### config.mk
export PLATFORM = sky130hd
export DESIGN_NAME = posit_operand_decode_seq
export DESIGN_NICKNAME = d
export VERILOG_FILES = /design/src/rtl/posit_operand_decode_seq.sv
export SDC_FILE = /design/constraint.sdc
export NUM_CORES = 1
export LEC_CHECK = 0
export CAP_MARGIN = 10
export CORE_MARGIN = 2
export CORE_UTILIZATION = 40
export DETAILED_ROUTE_END_ITERATION = 6
export GPL_TIMING_DRIVEN = 0
export PLACE_DENSITY_LB_ADDON = 0.15
export SETUP_SLACK_MARGIN = 0.1
export SYNTH_ARGS = -nofsm -noshare
export SYNTH_HDL_FRONTEND = slang
export SYNTH_SLANG_ARGS = --single-unit
### constraint.sdc
create_clock -name clk -period 1.5 [get_ports clk]
set_input_delay 0.15 -clock clk [delete_from_list [all_inputs] [get_ports clk]]
set_output_delay 0.15 -clock clk [all_outputs]
set_load 0.005 [all_outputs]
### src/rtl/posit_operand_decode_seq.sv
// Sequencer sharing one combinational posit field extractor between operands a and b.
// Decodes a then b on consecutive cycles and holds both results for the downstream core.
module posit_operand_decode_seq #(
    parameter int N  = 8,
    parameter int es = 2,
    parameter int Bs = $clog2(N)
) (
    input  logic            clk,
    input  logic            rst,
    input  logic            in_valid,
    output logic            in_ready,
    input  logic [N-1:0]    in_a,
    input  logic [N-1:0]    in_b,
    output logic [N-1:0]    ext_in,
    input  logic            ext_rc,
    input  logic [Bs-1:0]   ext_regime,
    input  logic [es-1:0]   ext_exp,
    input  logic [N-es-1:0] ext_mant,
    output logic            out_valid,
    input  logic            out_ready,
    output logic            a_sign,
    output logic            a_zero,
    output logic            a_nar,
    output logic            a_rc,
    output logic [Bs-1:0]   a_regime,
    output logic [es-1:0]   a_exp,
    output logic [N-es-1:0] a_mant,
    output logic            b_sign,
    output logic            b_zero,
    output logic            b_nar,
    output logic            b_rc,
    output logic [Bs-1:0]   b_regime,
    output logic [es-1:0]   b_exp,
    output logic [N-es-1:0] b_mant
);

    typedef enum logic [1:0] {IDLE, DEC_A, DEC_B, HOLD} state_t;

    localparam logic [N-1:0] NAR_WORD = {1'b1, {(N-1){1'b0}}};

    state_t       state, state_nxt;
    logic [N-1:0] op_a, op_b;
    logic         a_special, b_special;

    // Two's complement of NaR is NaR itself, so it passes through unchanged.
    function automatic logic [N-1:0] magnitude(input logic [N-1:0] w);
        return w[N-1] ? (~w + 1'b1) : w;
    endfunction

    assign a_special = (op_a == '0) || (op_a == NAR_WORD);
    assign b_special = (op_b == '0) || (op_b == NAR_WORD);

    always_comb begin
        state_nxt = state;
        in_ready  = 1'b0;
        out_valid = 1'b0;
        ext_in    = '0;
        case (state)
            IDLE: begin
                in_ready = 1'b1;
                if (in_valid) state_nxt = DEC_A;
            end
            DEC_A: begin
                ext_in    = magnitude(op_a);
                state_nxt = DEC_B;
            end
            DEC_B: begin
                ext_in    = magnitude(op_b);
                state_nxt = HOLD;
            end
            HOLD: begin
                out_valid = 1'b1;
                if (out_ready) state_nxt = IDLE;
            end
            default: state_nxt = IDLE;
        endcase
    end

    always_ff @(posedge clk) begin
        if (rst) begin
            state    <= IDLE;
            op_a     <= '0;
            op_b     <= '0;
            a_sign   <= 1'b0;
            a_zero   <= 1'b0;
            a_nar    <= 1'b0;
            a_rc     <= 1'b0;
            a_regime <= '0;
            a_exp    <= '0;
            a_mant   <= '0;
            b_sign   <= 1'b0;
            b_zero   <= 1'b0;
            b_nar    <= 1'b0;
            b_rc     <= 1'b0;
            b_regime <= '0;
            b_exp    <= '0;
            b_mant   <= '0;
        end else begin
            state <= state_nxt;
            if (state == IDLE && in_valid) begin
                op_a <= in_a;
                op_b <= in_b;
            end
            // Extractor fields are only meaningful for non-special words.
            if (state == DEC_A) begin
                a_sign   <= op_a[N-1];
                a_zero   <= (op_a == '0);
                a_nar    <= (op_a == NAR_WORD);
                a_rc     <= a_special ? 1'b0 : ext_rc;
                a_regime <= a_special ? '0 : ext_regime;
                a_exp    <= a_special ? '0 : ext_exp;
                a_mant   <= a_special ? '0 : ext_mant;
            end
            if (state == DEC_B) begin
                b_sign   <= op_b[N-1];
                b_zero   <= (op_b == '0);
                b_nar    <= (op_b == NAR_WORD);
                b_rc     <= b_special ? 1'b0 : ext_rc;
                b_regime <= b_special ? '0 : ext_regime;
                b_exp    <= b_special ? '0 : ext_exp;
                b_mant   <= b_special ? '0 : ext_mant;
            end
        end
    end

endmodule

# Yosys cells after proc, flatten, opt, wreduce, memory -nomap -nowiden
# Index checks and enable logic that the tools add are counted.
[word_totals] ff_bits=48 in_bits=32 out_inout_bits=40 wordCells=51
[op_classes] n_addsub=2 n_eq_ne=7 muxes=16 n_bitwise=2 n_reduce_logical=7
[ops] cell="$add A8 B1 Y8 const B" n=2
[ops] cell="$eq A8 B8 Y1 const B" n=2
[ops] cell="$logic_not A8 Y1" n=2
[ops] cell="$mux W8" n=2
[ops] cell="$not A8 Y8" n=2
[ops] cell="$pmux W8 S2" n=1
[ops] cell="$mux W6" n=2
[ops] cell="$mux W2" n=4
[ops] cell="$pmux W2 S4" n=1
[ops] cell="$mux W3" n=2
[ops] cell="$eq A2 B2 Y1 const B" n=2
[ops] cell="$mux W1" n=4
[ops] cell="$ne A2 B2 Y1 const B" n=2
[ops] cell="$eq A2 B1 Y1 const B" n=1
[ops] cell="$logic_not A2 Y1" n=1
[ops] cell="$logic_or A1 B1 Y1" n=2
[ops] cell="$reduce_and A2 Y1" n=1
[ops] cell="$logic_and A1 B1 Y1" n=1

# Logic depth before layout (Yosys ltp)
[depth] ltp_word=4 mapped_depth=7 ltp_nobuf=6

# Least setup slack after synthesis
# Ideal clock, no wire load.
[synth_path] path_kind="reg-to-reg" from="reg op_b[2]" to="reg b_exp[0]" setup_ns=0.117 arrival_ns=1.474 required_ns=1.383 path_slack_ns=-0.090 path_stages_with_launch=6 n_path_buf=1 synth_period_minus_slack_ns=1.590 path_cell_list="dfxtp_1 or4_4 nor3_4 nor3b_1 buf_6 a22o_1"
[synth_between] elab_chain_cells=3 word_cells_on_any_way=4 classes_between="eq/ne (1); mux (1); reduce/logical (2)"
[synth_lines] item="from (decl)" line_no="42" rtl="logic [N-1:0] op_a, op_b;"
[synth_lines] item="from (signal assigned)" line_no="102" rtl="op_b <= in_b;"
[synth_lines] item="$eq A8 B8 Y1 or $logic_not A8 Y1 (tied branches)" line_no="51" rtl="assign b_special = (op_b == '0) || (op_b == NAR_WORD);"
[synth_lines] item="$logic_or A1 B1 Y1 (*)" line_no="51"
[synth_lines] item="$mux W2 (*)" line_no="120" rtl="b_exp <= b_special ? '0 : ext_exp;"
[synth_lines] item="to (signal assigned)" line_no="120"
[synth_lines] item="to (decl)" line_no="33" rtl="output logic [es-1:0] b_exp,"
# Mark *: on every way between the ends. The rest lies on a longest branch, timed or not.
# A chain may end at the register's enable or synchronous reset.

# Final worst setup path
[layout_path] from="reg op_b[1]" to="out ext_in[5]"
[layout_between] elab_chain_cells=4
[layout_lines] item="$not A8 Y8" line_no="47" rtl="return w[N-1] ? (~w + 1'b1) : w;"
[layout_lines] item="$add A8 B1 Y8" line_no="47"
[layout_lines] item="$mux W8" line_no="47"
[layout_lines] item="$pmux W8 S2" line_no="58" rtl="case (state)"
[layout_lines] item="to (decl)" line_no="14" rtl="output logic [N-1:0] ext_in,"
# No other way between the ends.

==> results.cfg <==
[run_status]
outcome = complete, but fails checks
violations = setup timing

[place]
dpl.hpwl_mm = 3.72
place_ws_ns = -0.619
place_area_sq_mm = 0.00289
dp.cells = 367
gp_congestion = 0.768
port-buffer-count = 70

[final_layout]
multiInputGateArea_sq_mm = 0.00148
fin_area_sq_mm = 0.00383
antenna_cells = 0
area_growth_pct = 85.3
ff_latch_area_sq_um = 995
finalNetCount = 374
finalNonFillerCells = 406
layout-drive-gt1-share_pct = 47.6
fill_cells = 327
fin_util_pct = 75.9

[flow_run]
drv_cap = 0

[sta]
slew-limit-headroom_pct = 56.1
rsz0062_at_grt = true
finalSetupViolations = 32
worst_pin_slew_ns = 0.658
finalClockSkew_ns = 0.00779
drv_slew = 0
fin_crit_sh_pct = 139
period_needed_ns = 2.08
finalHoldViolations = 0
worst_slack_ns = -0.583
max_freq_ghz = 0.480

[critical_path]
critical_path.startpoint_type = flop
r2r_setup_slack_ns = -0.34
worstPathRequired_ns = 1.35
worstSetupEndpoint = ext_in[5]
cp_max_fo = 5
crit_type = flop to output pin
end_kind = output pin
crit-reg2reg-launch = op_b[4]
reg2reg_depth = 6
worst-endpoint-arrival_ns = 1.93
crit_start = op_b[1]
rr_endpoint = b_regime[0]

[power_and_ir_drop]
combPwrFrac_pct = 56.1
intPower_mw = 3.65
leakage_nw = 1.51
pwr_density_cell_mw_per_mm2 = 1510
ir_worst_vdd_mv = 0.851
switching_share_pct = 36.9
clkPwrFrac_pct = 13.5
p_seq_share_pct = 30.4
p_sw_mw = 2.13

[grt]
first_global_vias = 1912
grt.total_usage_pct = 21.9
grt_start_max_net_pins = 16
grt_pass1_wl_mm = 9.32
antenna_found_initial = 0
overflow = 0

[floorplanning]
die_w_microns = 75.9
design.core.area_sq_mm = 0.00504
dieArea_sq_mm = 0.00576
row_count = 26
ios = 72
start_util_pct = 41.0
die_y_microns = 75.9

[drt]
first_pass_iters = 4
drt_wl_total_mm = 6.86
drt_iter0_markers = 92
vias = 2100
wire_per_inst_microns = 16.9
ant_nets = 0
via_per_inst = 5.17
drcViolationCount = 0

[worst_hold_path]
worstHoldStart = rst
hold_path.class = input pin to flop

[clocking]
ctsLongestPathBuffers = 2
cts_buffers = 5
path_clk_slew_ns = 0.09
htreeDepth = 2
cts_num_sinks = 48
ctsRootBufferMaster = clkbuf_8
tritoncts = built
clk_latency_ns = 0.31
ctsHoldBuffers = 0

[synthesis]
synth_common_cells = 48 x dfxtp_1, 37 x nand2_1, 24 x a22o_1, 20 x a21oi_1, 11 x inv_1
synthSimpleGateAreaFrac_pct = 17.0
synth_top_family_by_area = compound AO/OA/AOI/OAI gates
syn_inst = 227
synth_area_per_cell_sq_um = 9.10
syn_nets = 266
synth_compound_area_share_pct = 21.6
post_synth_fa_ha_maj_area_fraction_pct = 4.24
synth_area_leader_cell = dfxtp_1
muxShareOfSynthArea_pct = 1.45
syn-cell-area_sq_mm = 0.00207
synth-xor-area-share_pct = 4.24
async_flop_share_pct = 0
ys.flop_type = dfxtp_1
synth_area_leaders = dfxtp_1 47%, a22o_1 10%, nand2_1 6.7%
yosysUniqueCellTypes = 35
ys_ff_latch = 48
synth_top_area_share_pct = 46.5
ys_seq_area_share_pct = 46.5
yosys_warnings = 0
synth_edf_count = 0
yosysMostFrequentCell = dfxtp_1
## what timing repair did
item | 4_1_cts | 5_1_grt
setup endpoints to repair | 54 | 56
resized for setup | 140 | 75
buffers inserted | 20 | 9
gates cloned | 3 | 1
pin swaps | 49 | 55
## logic make-up after synthesis
logic type,count (synthesis)
flip-flops,48
buffers and inverters,25
AO/OA/AOI/OAI,64
XOR/XNOR,10
multiplexers,3
adder cells (fa/ha/maj),7
AND/OR/NAND/NOR,70
## worst max-delay path, stage by stage, from the launching register on
cell	delay, ns
dfxtp_4	0.38
or4_4	0.53
o21ai_2	0.20
xor2_1	0.25
o22ai_1	0.13
buf_2	0.14
## cells in the final DEF, fill, tap and decap left out, types with 4 or more instances in the layout
cell type        instances
a21oi_2                 17
a22o_1                  24
buf_2                    9
buf_4                   16
buf_6                   17
clkbuf_8                 6
clkdlybuf4s50_1         60
dfxtp_1                 35
dfxtp_2                  6
dfxtp_4                  7
ha_4                     6
inv_1                    4
inv_2                    4
nand2_1                  5
nand2_2                 13
nand2_4                 18
nand2b_1                 5
nor2_1                   6
xnor2_1                  4
xor2_1                   5
## worst min path at each step
stage / cells past startpoint / slack, ns / end
6_report: 2 / 0.19 / op_b[1]
3_5_place_dp: 1 / 0.46 / b_exp[0]
4_1_cts: 2 / 0.16 / op_b[0]
5_1_grt: 2 / 0.21 / op_b[0]
3_3_place_gp: 2 / 0.45 / a_nar
2_1_floorplan: 2 / 0.28 / op_b[5]
## metrics by stage
stage,power (mW),hold WS [ns],TNS (ns)
finish,5.78,0.190,-7.01
global route,6.06,0.207,-8.72
detailed placement,3.40,0.456,-9.21
global placement,3.38,0.454,-8.65
floorplan,2.70,0.278,-0.849
CTS,5.08,0.162,-6.11
## cell type report
class	count	area share, %
multi-input cells	154	38.6
flip-flops and latches	48	26.0
repair buffers	102	25.8
plain buffers	13	3.69
well taps	70	2.29
clock buffers	5	1.80
inverters	11	1.37
clock inverters	3	0.490
## power groups by stage
stage                     sequential, mW  clock (mW)  combinational (mW)
after floorplan                     1.70           0                1.00
after global placement              1.72           0                1.65
after detailed placement            1.72           0                1.68
after CTS                           1.72       0.779                2.58
after global routing                1.78       0.832                3.44
final                               1.76       0.779                3.24
## per-layer routing
layer,part of all wire [%],track usage (%),routed length (microns),up-vias
met5,0,0,0,-
met4,3.3,10.3,224,0
met3,5.1,5.29,350,21
met2,49,36.6,3380,64
met1,42,26.3,2900,1005
li1,-,-,-,1010
## flip-flops by register name, summed over array words and instances (netlist names), 2 cells and up
register  cells
op_b          8
b_exp         2
a_exp         2
a_regime      3
op_a          8
state         2
b_mant        6
b_regime      3
a_mant        6
(Power assumes the default switching activity.)
